## src/rtl/mem_responder_if.sv

```systemverilog
// mem_responder_if -- request/response bundle for mem_responder.
//
// Request side (driven by the master):
//   mem_req_addr   beat address
//   mem_req_data   write beat, word b at [b*DATA_WIDTH +: DATA_WIDTH]
//   mem_read_en    read request, sampled every rising edge
//   mem_write_en   write request, sampled every rising edge
// Response side (driven by the slave):
//   mem_resp_data  last read response, held between responses
//   mem_resp_valid one-cycle pulse per response
//   err            sticky error flag
//   rd_count       accepted reads, saturating at 16'hFFFF
//   wr_count       sampled writes, saturating at 16'hFFFF
interface mem_responder_if #(
  parameter int DATA_WIDTH     = 32,
  parameter int BANKING_FACTOR = 1,
  parameter int ADDRESS_WIDTH  = 13
) ();
  logic [ADDRESS_WIDTH-1:0]             mem_req_addr;
  logic [BANKING_FACTOR*DATA_WIDTH-1:0] mem_req_data;
  logic                                 mem_read_en;
  logic                                 mem_write_en;
  logic [BANKING_FACTOR*DATA_WIDTH-1:0] mem_resp_data;
  logic                                 mem_resp_valid;
  logic                                 err;
  logic [15:0]                          rd_count;
  logic [15:0]                          wr_count;

  modport master (
    output mem_req_addr, mem_req_data, mem_read_en, mem_write_en,
    input  mem_resp_data, mem_resp_valid, err, rd_count, wr_count
  );

  modport slave (
    input  mem_req_addr, mem_req_data, mem_read_en, mem_write_en,
    output mem_resp_data, mem_resp_valid, err, rd_count, wr_count
  );
endinterface

```

## src/rtl/mem_responder.sv

```systemverilog
// mem_responder -- fixed-latency memory model with no backpressure.
//
// Ports:
//   clk  rising-edge clock
//   rst  asynchronous active-high reset; clears storage, pipeline and flags
//   bus  mem_responder_if.slave (request in, response/status out)
//
// A read sampled at edge k is looked up combinationally and captured in
// stage 0 at edge k, then shifted through MEM_LATENCY-1 further stages, so
// the response is visible from edge k+MEM_LATENCY-1. Storage is held in
// resettable registers because every beat must read as zero after reset.
module mem_responder #(
  parameter int DATA_WIDTH     = 32,
  parameter int BANKING_FACTOR = 1,
  parameter int ADDRESS_WIDTH  = 13,
  parameter int MEM_LATENCY    = 3,
  parameter int DEPTH          = 64
) (
  input  logic            clk,
  input  logic            rst,
  mem_responder_if.slave  bus
);

  localparam int BEAT_W = DATA_WIDTH * BANKING_FACTOR;
  localparam int IDX_W  = (DEPTH > 1) ? $clog2(DEPTH) : 1;

  logic [BEAT_W-1:0]      mem_reg        [DEPTH];
  logic [BEAT_W-1:0]      pipe_data_reg  [MEM_LATENCY];
  logic [MEM_LATENCY-1:0] pipe_valid_reg;
  logic                   err_reg;
  logic [15:0]            rd_count_reg;
  logic [15:0]            wr_count_reg;

  logic              in_range;
  logic [IDX_W-1:0]  idx;
  logic              rd_accept;
  logic              wr_fire;
  logic [BEAT_W-1:0] rd_beat;
  logic              err_next;

  // Range check on the full address; the narrowed index is only used once
  // the address is known to be in range.
  assign in_range  = (64'(bus.mem_req_addr) < 64'(DEPTH));
  assign idx       = bus.mem_req_addr[IDX_W-1:0];
  assign wr_fire   = bus.mem_write_en;
  // A simultaneous write wins; the read is dropped entirely.
  assign rd_accept = bus.mem_read_en & ~bus.mem_write_en;
  assign rd_beat   = in_range ? mem_reg[idx] : '0;

  assign err_next = (bus.mem_read_en & bus.mem_write_en)
                  | (bus.mem_read_en & ~in_range)
                  | (bus.mem_write_en & ~in_range);

  // One register bank per beat.
  for (genvar gi = 0; gi < DEPTH; gi++) begin : g_beat
    always_ff @(posedge clk or posedge rst) begin
      if (rst) begin
        mem_reg[gi] <= '0;
      end else if (wr_fire && in_range && (idx == IDX_W'(gi))) begin
        mem_reg[gi] <= bus.mem_req_data;
      end
    end
  end

  // Stage 0 captures the lookup. Data only moves alongside a valid bit, so
  // the final stage holds the last response between pulses.
  always_ff @(posedge clk or posedge rst) begin
    if (rst) begin
      pipe_valid_reg[0] <= 1'b0;
      pipe_data_reg[0]  <= '0;
    end else begin
      pipe_valid_reg[0] <= rd_accept;
      if (rd_accept) begin
        pipe_data_reg[0] <= rd_beat;
      end
    end
  end

  for (genvar gi = 1; gi < MEM_LATENCY; gi++) begin : g_stage
    always_ff @(posedge clk or posedge rst) begin
      if (rst) begin
        pipe_valid_reg[gi] <= 1'b0;
        pipe_data_reg[gi]  <= '0;
      end else begin
        pipe_valid_reg[gi] <= pipe_valid_reg[gi-1];
        if (pipe_valid_reg[gi-1]) begin
          pipe_data_reg[gi] <= pipe_data_reg[gi-1];
        end
      end
    end
  end

  always_ff @(posedge clk or posedge rst) begin
    if (rst) begin
      err_reg      <= 1'b0;
      rd_count_reg <= '0;
      wr_count_reg <= '0;
    end else begin
      if (err_next) begin
        err_reg <= 1'b1;
      end
      if (rd_accept && (rd_count_reg != 16'hFFFF)) begin
        rd_count_reg <= rd_count_reg + 16'd1;
      end
      if (wr_fire && (wr_count_reg != 16'hFFFF)) begin
        wr_count_reg <= wr_count_reg + 16'd1;
      end
    end
  end

  assign bus.mem_resp_valid = pipe_valid_reg[MEM_LATENCY-1];
  assign bus.mem_resp_data  = pipe_data_reg[MEM_LATENCY-1];
  assign bus.err            = err_reg;
  assign bus.rd_count       = rd_count_reg;
  assign bus.wr_count       = wr_count_reg;

endmodule

```

## src/flat_wrapper.sv

```systemverilog
// flat-port wrapper written by rule: the top's interface ports become plain ports
module mem_responder_flat 
#(
  parameter int DATA_WIDTH     = 32,
  parameter int BANKING_FACTOR = 1,
  parameter int ADDRESS_WIDTH  = 13,
  parameter int MEM_LATENCY    = 3,
  parameter int DEPTH          = 64
)
  (clk, rst, bus_mem_req_addr, bus_mem_req_data, bus_mem_read_en, bus_mem_write_en, bus_mem_resp_data, bus_mem_resp_valid, bus_err, bus_rd_count, bus_wr_count);
  mem_responder_if #(.DATA_WIDTH(DATA_WIDTH), .BANKING_FACTOR(BANKING_FACTOR), .ADDRESS_WIDTH(ADDRESS_WIDTH)) bus_i ();
  input  logic clk;
  input  logic rst;
  input wire logic [$bits(bus_i.mem_req_addr)-1:0] bus_mem_req_addr;
  input wire logic [$bits(bus_i.mem_req_data)-1:0] bus_mem_req_data;
  input wire logic [$bits(bus_i.mem_read_en)-1:0] bus_mem_read_en;
  input wire logic [$bits(bus_i.mem_write_en)-1:0] bus_mem_write_en;
  output wire logic [$bits(bus_i.mem_resp_data)-1:0] bus_mem_resp_data;
  output wire logic [$bits(bus_i.mem_resp_valid)-1:0] bus_mem_resp_valid;
  output wire logic [$bits(bus_i.err)-1:0] bus_err;
  output wire logic [$bits(bus_i.rd_count)-1:0] bus_rd_count;
  output wire logic [$bits(bus_i.wr_count)-1:0] bus_wr_count;
  assign bus_i.mem_req_addr = bus_mem_req_addr;
  assign bus_i.mem_req_data = bus_mem_req_data;
  assign bus_i.mem_read_en = bus_mem_read_en;
  assign bus_i.mem_write_en = bus_mem_write_en;
  assign bus_mem_resp_data = bus_i.mem_resp_data;
  assign bus_mem_resp_valid = bus_i.mem_resp_valid;
  assign bus_err = bus_i.err;
  assign bus_rd_count = bus_i.rd_count;
  assign bus_wr_count = bus_i.wr_count;
  mem_responder #(.DATA_WIDTH(DATA_WIDTH), .BANKING_FACTOR(BANKING_FACTOR), .ADDRESS_WIDTH(ADDRESS_WIDTH), .MEM_LATENCY(MEM_LATENCY), .DEPTH(DEPTH)) u_core (.clk(clk), .rst(rst), .bus(bus_i));
endmodule
```

## config.mk

```make
export PLATFORM = sky130hd
export DESIGN_NAME = mem_responder_flat
export DESIGN_NICKNAME = d
export VERILOG_FILES = /design/src/rtl/mem_responder_if.sv /design/src/rtl/mem_responder.sv /design/src/flat_wrapper.sv
export SDC_FILE = /design/constraint.sdc
export NUM_CORES = 2
export LEC_CHECK = 0
export CAP_MARGIN = 20
export CORE_MARGIN = 2
export CORE_UTILIZATION = 40
export CTS_BUF_LIST = sky130_fd_sc_hd__clkbuf_4 sky130_fd_sc_hd__clkbuf_8 sky130_fd_sc_hd__clkbuf_16
export DETAILED_ROUTE_END_ITERATION = 10
export GPL_TIMING_DRIVEN = 0
export PLACE_DENSITY = 0.63
export SYNTH_ARGS = -nofsm -noshare
export SYNTH_HDL_FRONTEND = slang
export SYNTH_SLANG_ARGS = --single-unit
```

## constraint.sdc

```tcl
create_clock -name clk -period 100.9 [get_ports clk]
set_input_delay 20.18 -clock clk [delete_from_list [all_inputs] [get_ports clk]]
set_output_delay 20.18 -clock clk [all_outputs]
set_load 0.02 [all_outputs]
```

# == Word level (Yosys, flattened, before mapping) ==
# Index checks and enable logic that the tools add are counted.
# totals
register_bits,2180
out_inout_bits,66
elab_cells,223
# op_classes
magnitude_cmp,2
add_sub_neg,2
n_mux,4
eq_ne,65
bitwise_logic,9
n_reduce_logical,68
# op_table
op,n
$bmux 32 s6,1
$eq 6x6->1 const B,32
$eq 6x5->1 const B,16
$mux 32,3
$logic_and 1x1->1,67
$eq 6x4->1 const B,8
$add 16x1->16 const B,2
$ne 16x16->1 const B,2
$eq 6x3->1 const B,4
$lt 13x7->1 const B,1
$eq 6x2->1 const B,2
$ge 7x7->1 const B,1
$not 6->7,1
$eq 6x1->1 const B,1
$logic_not 6->1,1
$and 1x1->1,4
$not 1->1,2
$or 1x1->1,2

# == Depth between registers and ports, before layout ==
# depth
depth_word,5
mapped_depth,10
mapped_depth_nobuf,6

# == Worst setup path before layout ==
# OpenSTA, ideal clock, no wires.
# synth_timing
kind,in2reg
startpoint,input port bus_mem_req_addr[0]
endpoint,register u_core.pipe_data_reg[64] (netlist name)
cell_stages,7
setup_slack_ns,78.378
t_arrival_ns,22.391
path_buffers,3
path_cell_list,clkbuf_1 > buf_2 > buf_1 > mux4_2 > a221oi_1 > a31oi_1 > or3_1
# synth_between
elab_chain_cells,5
# synth_rtl
item,line_no,source
from (decl),flat_wrapper.sv:14,input wire logic [$bits(bus_i.mem_req_addr)-1:0] bus_mem_req_addr;
$not 6->7 (implied by the code),mem_responder.sv:48,assign rd_beat = in_range ? mem_reg[idx] : '0;
$bmux 32 s6,mem_responder.sv:48,
$mux 32 (implied by the code) (2 in series),mem_responder.sv:48,
$mux 32 (*),mem_responder.sv:48,
to (decl),mem_responder.sv:28,logic [BEAT_W-1:0] pipe_data_reg [MEM_LATENCY];
# Mark *: on every way between the ends. The rest lies on a longest branch, timed or not. The select of a mux whose other input is x is not followed.
# A chain may end at the register's enable or synchronous reset.

# == Final worst setup path ==
# layout_timing
startpoint,input port bus_mem_req_addr[1]
endpoint,register u_core.pipe_data_reg[90] (netlist name)
# Same word-level chain as after synthesis.

==> impl_metrics.py <==
metrics = {
    "outcome": {
        "outcome": "completed",
    },
    "grt": {
        "grt_pass1_wl_mm": 400,
        "antenna_found_initial": 17,
        "overflow": 0,
        "grt_pass1_vias": 59964,
        "grt.total_usage_pct": 21.6,
        "grt_max_degree": 139,
    },
    "timing": {
        "fmax_ghz": 0.0412,
        "worst_pin_slew_ns": 1.22,
        "rsz0062_at_grt": "no",
        "fin_crit_ns": 24.24,
        "slew_headroom_pct": 18.5,
        "timing.final.ws_setup_ns": 76.66,
        "setup_viol": 0,
        "skew_ns": 0.0250,
        "slew_violations": 0,
        "hold_ws_ns": 0.374,
        "period_share_pct": 24.0,
        "fin_setup_tns_ns": 0,
        "finalHoldViolations": 0,
    },
    "drt": {
        "dr.first_iter.drc_count": 4254,
        "finalWirelength_mm": 269,
        "drc": 0,
        "ant_nets": 0,
        "wire_per_inst_um": 26.6,
        "vias_per_cell": 5.55,
        "first_pass_iters": 6,
        "vias": 56051,
    },
    "critical_path": {
        "cp_data_arrival_time_ns": 24.98,
        "crit_fanout": 10,
        "end_kind": "flop",
        "critPathLaunchType": "input port",
        "cp.required_ns": 101.64,
        "crit_type": "in -> reg",
    },
    "logic_synthesis": {
        "synth-edff-count": 0,
        "synth_top_family_by_area": "multiplexers",
        "ys_dominant_reg_cell": "dfrtp_1",
        "synth-simple-area-share_pct": 1.58,
        "synth_cell_type_count": 47,
        "synthXorXnorAreaFrac_pct": 0.269,
        "synthCells": 6372,
        "async_reset_ff_share_pct": 100,
        "ys_ff_latch": 2180,
        "synth_compound_area_share_pct": 2.74,
        "synth_mux_area_share_pct": 36.5,
        "synth_area_per_cell_um2": 15.3,
        "yosysTopAreaCell": "dfrtp_1",
        "synth_area_leaders": "dfrtp_1, mux2_2, mux4_2",
        "synth_fp_nets": 6423,
        "synthAdderAreaFrac_pct": 0.0359,
        "ys_warn_count": 0,
        "synth_top_area_share_pct": 55.8,
        "ys_seq_area_share_pct": 55.8,
        "syn_area_um2": 97700,
    },
    "floorplanning": {
        "io_pins": 115,
        "start_util_pct": 40.2,
        "fp-row-count": 181,
        "die_w_um": 498,
        "dieHeight_um": 498,
        "core_area_um2": 243000,
        "die_area_um2": 248000,
    },
    "job": {
        "maxCapViolCount": 0,
    },
    "finish": {
        "drive_above_1_share_pct": 45.2,
        "fin_cells": 10104,
        "layout_commonest_cell": "dfrtp_1",
        "layout_common_cells": "dfrtp_1, mux2_2, mux4_2",
        "area_growth_pct": 13.5,
        "finish.utilization_pct": 45.6,
        "largest_register_ff_count": 2048,
        "finalNetCount": 6756,
    },
    "placement": {
        "place_ws_ns": 75.96,
        "gp_congestion": 0.932,
        "port_buffers": 79,
        "dp.cells": 9686,
        "dp_hpwl_mm": 207,
    },
    "clocking": {
        "insertion_delay_ns": 0.86,
        "cts.hold.buffers_added": 0,
        "cts_buffer_depth": 3,
        "cts_sinks": 2180,
        "cts-buffers-inserted": 215,
        "cts_resized": 0,
        "clkTransAtPathRegs_ns": 0.06,
        "clock-root-buffer": "clkbuf_16",
        "htreeDepth": 4,
        "cts_tree": "built",
        "cts_setup_buffers": 0,
    },
    "power_and_ir_drop": {
        "power_density_nw_per_um2": 16.5,
        "leakage_nw": 53.5,
        "ir_drop_v": 0.0000185,
    },
    "min_path": {
        "hold_class": "reg -> reg",
    },
}
[synth_stat cells, drive strengths merged (20+ instances only)]
cell type	n
dfrtp	2180
mux2	2112
or3	38
mux2i	320
a22o	32
clkbuf	334
a221oi	32
mux4	384
a31oi	32
xnor2	20
nand2	64
nand3	77
buf	337
nor2	70
a22oi	192
a21oi	34
o221ai	32
[worst paths after layout]
kind	startpoint	to	slack, ns	cells after the start
worst max-delay path	bus_mem_req_addr[1]	u_core.pipe_data_reg[90]	76.66	9
max in group asynchronous	rst	u_core.mem_reg[228]	77.38	7
min in group asynchronous	rst	u_core.mem_reg[1240]	19.94	2
worst min-delay path	u_core.pipe_valid_reg[1]	u_core.bus.mem_resp_valid	0.37	0
worst max register to register	u_core.mem_reg[826]	u_core.pipe_data_reg[90]	98.55	5
worst min register to register	u_core.pipe_valid_reg[1]	u_core.bus.mem_resp_valid	0.37	0
[logic make-up after synthesis]
| group | count (synthesis) |
|---|---|
| muxes | 2816 |
| DFF | 2180 |
| buffers and inverters | 680 |
| AOI/OAI and AO/OA | 358 |
| and+or+nand+nor | 305 |
| xor gates and xnor gates | 30 |
| adders and majority gates | 3 |
[per-layer routing]
layer | up-vias | share of wire [%] | track usage [%]
met3 | 402 | 4.7 | 3.59
met5 | - | 0.0085 | 0
met4 | 4 | 3.4 | 7.40
met2 | 1220 | 48 | 35.5
met1 | 30256 | 44 | 29.1
li1 | 24169 | - | -
[through the flow]
| step | instance area (um2) | power [mW] |
|---|---|---|
| global route | 111000 | 1.88 |
| finish | 111000 | 1.82 |
| floorplan | 97700 | 0.958 |
| CTS | 111000 | 1.84 |
| detailed placement | 103000 | 0.997 |
| global placement | 103000 | 0.996 |
[critical path: stages]
cell and delay, ns:
clkbuf_1 0.61, clkbuf_1 0.92, buf_1 0.60, buf_8 0.24, buf_1 0.75, mux4_2 0.41, a221oi_1 0.56, a31oi_1 0.28
or3_1 0.37
[report_power, final]
part | internal [mW] | total (mW) | switching (mW)
Sequential | 0.879 | 0.883 | 0.00462
Combinational | 0.0272 | 0.0969 | 0.0697
Clock | 0.496 | 0.845 | 0.349
[final cells by class]
class,count,area [um2]
inverters,9,41.3
clock buffers,318,6570
plain buffers,671,2990
well taps,3202,4010
multi-input cells,3512,40200
clock inverters,78,957
fillers,21232,132000
diodes,18,45.0
repair buffers,116,1570
flip-flops and latches,2180,54600
(Power assumes the default switching activity.)
